### src/rtl/bht_sram_ctrl.sv
// Purpose: 512 x 2-bit branch history table controller on a dual-port SRAM; sweeps the table to weakly-not-taken after reset.
// Latency: lookup result one cycle after pred_req; an update takes three cycles (read, modify, write).
// Backpressure: lookups never stall; updates use upd_req/upd_ready (one in flight); both held off until init_done.
//
// Ports:
//   clk, rst_n                      - clock, asynchronous active-low reset
//   pred_req/pred_idx               - lookup request; pred_valid/pred_ctr/pred_taken one cycle later
//   upd_req/upd_idx/upd_taken       - counter update, accepted when upd_ready is high
//   init_done                       - table sweep finished, normal operation
//   sram_*0                         - SRAM port 0: init writes, then lookup reads only
//   sram_*1                         - SRAM port 1: update read-modify-write
module bht_sram_ctrl (
  input  logic       clk,
  input  logic       rst_n,
  input  logic       pred_req,
  input  logic [8:0] pred_idx,
  output logic       pred_valid,
  output logic [1:0] pred_ctr,
  output logic       pred_taken,
  input  logic       upd_req,
  input  logic [8:0] upd_idx,
  input  logic       upd_taken,
  output logic       upd_ready,
  output logic       init_done,
  output logic       sram_csb0,
  output logic       sram_web0,
  output logic [8:0] sram_addr0,
  output logic [1:0] sram_din0,
  input  logic [1:0] sram_dout0,
  output logic       sram_csb1,
  output logic       sram_web1,
  output logic [8:0] sram_addr1,
  output logic [1:0] sram_din1,
  input  logic [1:0] sram_dout1
);

  typedef enum logic [1:0] {S_IDLE, S_INIT, S_FLUSH, S_RUN} state_t;
  typedef enum logic [1:0] {U_IDLE, U_RD, U_WR} ustate_t;

  state_t     state_q, state_d;
  ustate_t    ustate_q, ustate_d;
  logic [8:0] init_cnt_q, init_cnt_d;
  logic [8:0] upd_idx_q, upd_idx_d;
  logic       upd_taken_q, upd_taken_d;
  logic [1:0] upd_ctr_q, upd_ctr_d;
  logic       pred_valid_q, pred_valid_d;
  logic       fwd_q, fwd_d;
  logic [1:0] fwd_dat_q, fwd_dat_d;

  logic       run;
  logic       pred_acc;
  logic       upd_acc;
  logic       upd_wr;
  logic [1:0] upd_new;

  assign run      = (state_q == S_RUN);
  assign pred_acc = run && pred_req;
  assign upd_acc  = run && (ustate_q == U_IDLE) && upd_req;
  assign upd_wr   = run && (ustate_q == U_WR);

  // Saturating 2-bit counter step on the value read back in U_RD.
  always_comb begin
    upd_new = upd_ctr_q;
    if (upd_taken_q) begin
      if (upd_ctr_q != 2'b11) upd_new = upd_ctr_q + 2'd1;
    end else begin
      if (upd_ctr_q != 2'b00) upd_new = upd_ctr_q - 2'd1;
    end
  end

  // Next-state logic for both FSMs and the lookup pipeline.
  always_comb begin
    state_d      = state_q;
    init_cnt_d   = init_cnt_q;
    ustate_d     = ustate_q;
    upd_idx_d    = upd_idx_q;
    upd_taken_d  = upd_taken_q;
    upd_ctr_d    = upd_ctr_q;
    pred_valid_d = pred_acc;
    // A lookup issued while the update write is on port 1 would read the
    // stale entry (the write commits one edge later), so carry din1 over.
    fwd_d        = pred_acc && upd_wr && (pred_idx == upd_idx_q);
    fwd_dat_d    = upd_new;

    case (state_q)
      S_IDLE:  state_d = S_INIT;
      S_INIT: begin
        init_cnt_d = init_cnt_q + 9'd1;
        if (init_cnt_q == 9'd511) state_d = S_FLUSH;
      end
      // One quiet cycle lets the final init write commit before any read.
      S_FLUSH: state_d = S_RUN;
      default: state_d = S_RUN;
    endcase

    case (ustate_q)
      U_IDLE: begin
        if (upd_acc) begin
          ustate_d    = U_RD;
          upd_idx_d   = upd_idx;
          upd_taken_d = upd_taken;
        end
      end
      U_RD: begin
        upd_ctr_d = sram_dout1;
        ustate_d  = U_WR;
      end
      default: ustate_d = U_IDLE;
    endcase
  end

  always_ff @(posedge clk or negedge rst_n) begin
    if (!rst_n) begin
      state_q      <= S_IDLE;
      ustate_q     <= U_IDLE;
      init_cnt_q   <= 9'd0;
      upd_idx_q    <= 9'd0;
      upd_taken_q  <= 1'b0;
      upd_ctr_q    <= 2'b00;
      pred_valid_q <= 1'b0;
      fwd_q        <= 1'b0;
      fwd_dat_q    <= 2'b00;
    end else begin
      state_q      <= state_d;
      ustate_q     <= ustate_d;
      init_cnt_q   <= init_cnt_d;
      upd_idx_q    <= upd_idx_d;
      upd_taken_q  <= upd_taken_d;
      upd_ctr_q    <= upd_ctr_d;
      pred_valid_q <= pred_valid_d;
      fwd_q        <= fwd_d;
      fwd_dat_q    <= fwd_dat_d;
    end
  end

  // SRAM controls are decoded from flops and the request inputs, so the SRAM
  // samples them at the end of the request cycle; under reset every FSM is
  // idle and the ports fall back to deselected with zero address and data.
  always_comb begin
    sram_csb0  = 1'b1;
    sram_web0  = 1'b1;
    sram_addr0 = 9'd0;
    sram_din0  = 2'b00;
    sram_csb1  = 1'b1;
    sram_web1  = 1'b1;
    sram_addr1 = 9'd0;
    sram_din1  = 2'b00;

    if (state_q == S_INIT) begin
      sram_csb0  = 1'b0;
      sram_web0  = 1'b0;
      sram_addr0 = init_cnt_q;
      sram_din0  = 2'b01;
    end else if (pred_acc) begin
      sram_csb0  = 1'b0;
      sram_addr0 = pred_idx;
    end

    if (upd_acc) begin
      sram_csb1  = 1'b0;
      sram_addr1 = upd_idx;
    end else if (upd_wr) begin
      sram_csb1  = 1'b0;
      sram_web1  = 1'b0;
      sram_addr1 = upd_idx_q;
      sram_din1  = upd_new;
    end
  end

  assign pred_valid = pred_valid_q;
  assign pred_ctr   = !pred_valid_q ? 2'b00 : (fwd_q ? fwd_dat_q : sram_dout0);
  assign pred_taken = pred_ctr[1];
  assign upd_ready  = run && (ustate_q == U_IDLE);
  assign init_done  = run;

endmodule

### config.mk
export PLATFORM = sky130hd
export DESIGN_NAME = bht_sram_ctrl
export DESIGN_NICKNAME = d
export VERILOG_FILES = /design/src/rtl/bht_sram_ctrl.sv
export SDC_FILE = /design/constraint.sdc
export NUM_CORES = 1
export LEC_CHECK = 0
export CAP_MARGIN = 30
export CORE_ASPECT_RATIO = 1.2
export CORE_MARGIN = 1
export CORE_UTILIZATION = 48
export DETAILED_ROUTE_END_ITERATION = 6
export PLACE_DENSITY_LB_ADDON = 0.3
export SLEW_MARGIN = 20
export SYNTH_ARGS = -nofsm -noshare
export SYNTH_HDL_FRONTEND = slang
export SYNTH_SLANG_ARGS = --single-unit
### constraint.sdc
create_clock -name clk -period 2.1 [get_ports clk]
set_input_delay 0.315 -clock clk [delete_from_list [all_inputs] [get_ports clk]]
set_output_delay 0.315 -clock clk [all_outputs]
set_load 0.01 [all_outputs]
==> key figures, run 1 <==
Outcome
  • Status: complete, but fails checks
  • Failing checks: setup timing

Run
  • Maxcap violations: 0

Floorplanning
  • Die area: 3600 µm²
  • Die Height: 65.5 µm
  • Die W: 54.9 µm
  • Placeable Area: 3140 µm²
  • Initial Utilization: 0.514
  • Top Ports: 59
  • Row count: 22

Synth
  • Synth warnings: 0
  • Post-synthesis cell count: 140
  • Yosys top cell by area: dfrtp_1
  • Register area share after synthesis: 0.450
  • Largest cells by area after synthesis: dfrtp_1 (45%), mux2_4 (8.4%), xnor2_1 (8.1%), a22o_1 (4.9%), nor2b_1 (4.7%)
  • Register bit total from synthesis: 29
  • Mapped Area: 1610 µm²
  • Syn_nets: 169
  • Main synth FF type: dfrtp_1
  • Asr flop ratio synth: 1.00
  • Post-synth top area share: 0.450
  • EDFF count, synth: 0
  • Unique masters post-synth: 30
  • List of most frequent post-synthesis cells: dfrtp_1 (29), xnor2_1 (15), nor2b_1 (12)
  • Cell with the most instances after synthesis: dfrtp_1
  • Syn_area_per_cell: 11.5 µm²

STA
  • Maximum clock frequency: 469 MHz
  • RSZ-0062 raised after global routing: yes
  • Tcrit/Tclk final: 1.02
  • Worst Skew: 0.00741 ns
  • Final hold viol count: 0
  • Post-route worst setup slack: -0.0337 ns
  • Setup-failing EPs final: 2
  • Count of final max-slew check failures: 0
  • Min Tclk post-route: 2.13 ns

GRT
  • Grt ovf: 0
  • Number of global-route vias before repair: 1393
  • Antenna violations before repair: 0
  • Total track usage: 0.252
  • Global route hottest layer: met2
  • Met3 usage: 0.0625
  • Grt met2 use: 0.434
  • Largest net degree at the start of global routing: 30
  • First-pass GRT wire length: 6300 µm
  • Met1 Usage GRT: 0.276

Detailed routing
  • Drt drc: 0
  • Via density: 5.56
  • 1st-iter DRT viols: 36
  • Routed WL: 4090 µm
  • Antenna-violating nets left: 0
  • WL/cell: 16.7 µm
  • Via count: 1362
  • TritonRoute pass-1 iters: 4

Power and ir drop
  • Reg power frac: 0.540
  • Switching power: 0.231 mW
  • Maximum VDD drop: 0.000662 V
  • Pwr/cell area: 434 nW/µm²
  • Switching part of the total: 0.224
  • Clock power share: 0.381
  • Total power: 1.03 mW
  • Logic gate share of total power: 0.079
  • Internal power: 0.802 mW
  • Leak Pwr: 1.20 nW

Clock tree
  • TritonCTS buffer count: 5
  • # hold bufs at CTS: 0
  • Clock tree buffer depth: 2
  • Clk root buf: clkbuf_4
  • CTS tree: done
  • Worst skew pair latency: 0.34 ns
  • Htree depth: 2
  • # clock sinks: 29
  • Clock Pin Slew Worst Setup and Hold Paths: 0.09 ns

Placement
  • Quantity of I/O buffers inserted on ports: 57
  • DP Wirelength: 3040 µm
  • GP Congestion: 0.826

Critical path
  • CP required: 1.78 ns
  • Worst path cell trace: and2_4 -> a22oi_1 -> nor2b_1 -> clkdlybuf4s50_1
  • Crit path max fanout: 9
  • Critical path class: reg2out
  • Crit path DAT: 1.82 ns
  • CP bufs+invs: 1
  • Worst setup EP type: output pin
  • Top delay family on crit path: buffers and inverters
  • Crit path launch type: flip-flop
  • Critical-path top delay cell: clkdlybuf4s50_1
  • CP max stage delay: 0.54 ns

Finish
  • Final core utilization: 0.758
  • Share of cells above drive strength 1: 0.215
  • Fillers: 214
  • Layout net count: 237
  • Area delta synth->final: 47.5%
  • # diodes: 0

Min path
  • Hold Path Class: in2async
metal layers:
layer | vias to the layer above | share of wire
li1 | 629 | -
met1 | 650 | 0.37
met2 | 63 | 0.53
met3 | 20 | 0.059
met4 | 0 | 0.040
met5 | - | 0
area by class of cell:
class / count / area (µm²) / area share
timing repair buffer: 69 / 693 / 0.291
tap: 36 / 45.0 / 0.0189
multi-input combinational: 98 / 817 / 0.344
clock inverter: 1 / 5.00 / 0.00210
timing repair inverter: 1 / 7.51 / 0.00316
sequential: 29 / 727 / 0.306
inverter: 4 / 18.8 / 0.00789
clock buffer: 7 / 65.1 / 0.0274
through the flow:
stage / hold slack, ns / cells / worst slack, ns / instance area, µm² / setup TNS (ns)
6_report: 0.346 / 245 / -0.0337 / 2380 / -0.0622
5_1_grt: 0.388 / 245 / -0.0803 / 2380 / -0.158
4_1_cts: 0.355 / 244 / -0.0336 / 2330 / -0.113
3_5_place_dp: 0.486 / 229 / -0.178 / 2210 / -1.20
3_3_place_gp: 0.471 / 229 / -0.108 / 2210 / -0.878
2_1_floorplan: 0.0194 / 140 / 0.597 / 1610 / 0
registers in the layout, summed over array words and instances, names as in the netlist:
signal and cells:
init_cnt_q 9, fwd_q 1, pred_valid 1, upd_ctr_q 2
upd_idx_q 9, ustate_q 2, upd_taken_q 1, state_q 2
fwd_dat_q 2
placed cells by master, fill, tap and decap left out, drive strengths merged:
cell / count
and4bb: 1
and3: 2
nor2: 2
clkbuf: 8
a22oi: 9
and2: 6
o21ai: 2
dfrtp: 29
dlymetal6s2s: 12
nor2b: 12
mux2: 13
clkdlybuf4s50: 35
nand3: 2
nand4: 6
maj3: 2
mux2i: 2
conb: 1
ha: 2
nand2: 7
clkinvlp: 2
a22o: 9
inv: 3
clkinv: 1
buf: 13
and4b: 2
clkdlybuf4s15: 8
xor2: 1
and2b: 1
nor3: 1
xnor2: 15
path summary, 6_finish.rpt:
kind	startpoint	to	slack, ns	depth (start not counted)
worst min register to register	ustate_q[1]$_DFFE_PN0P_	ustate_q[1]$_DFFE_PN0P_	0.50	1
worst max-delay path	state_q[1]$_DFFE_PN0P_	sram_addr0[5]	-0.03	4
max in group asynchronous	rst_n	state_q[1]$_DFFE_PN0P_	1.48	2
worst min-delay path	rst_n	init_cnt_q[2]$_DFFE_PN0P_	0.35	2
min in group clk	ustate_q[1]$_DFFE_PN0P_	ustate_q[1]$_DFFE_PN0P_	0.50	1
worst max register to register	init_cnt_q[0]$_DFFE_PN0P_	init_cnt_q[8]$_DFFE_PN0P_	0.49	5
cells by family (layout without fill, tap and decap cells):
logic type / count (synthesis) / count (layout) / share of synthesized area
muxes: 15 / 15 / 0.124
buffers and inverters: 14 / 82 / 0.0559
DFF: 29 / 29 / 0.450
and+or+nand+nor: 41 / 42 / 0.156
xor gates and xnor gates: 16 / 16 / 0.0869
other: 1 / 1 / 0.00233
AOI/OAI and AO/OA: 20 / 20 / 0.0970
adders and majority gates: 4 / 4 / 0.0279
what timing repair did:
action / CTS / global route
buffers inserted: 6 / 0
endpoints found under the setup margin: 22 / 24
cloned: 1 / 1
gates resized for setup: 19 / 26
pin swaps: 1 / 2
power by group through the flow:
stage	Clock (mW)	Sequential [mW]	Combinational [mW]
after floorplan	0	0.569	0.0115
after global placement	0	0.569	0.0780
after detailed placement	0	0.569	0.0812
after CTS	0.397	0.558	0.0820
after global routing	0.423	0.558	0.0878
final	0.394	0.558	0.0816
No activity file was read; power rests on OpenSTA's default activity.
==> run 2, diff against run 1 <==
--- a/config.mk
+++ b/config.mk
@@ -9,6 +9,7 @@
 export CORE_ASPECT_RATIO = 1.2
 export CORE_MARGIN = 1
 export CORE_UTILIZATION = 48
+export CTS_CLUSTER_DIAMETER = 100
 export DETAILED_ROUTE_END_ITERATION = 6
 export PLACE_DENSITY_LB_ADDON = 0.3
 export SLEW_MARGIN = 20
==> results of run 2 <==
Final layout, timing and power as in run 1 (identical DEF).
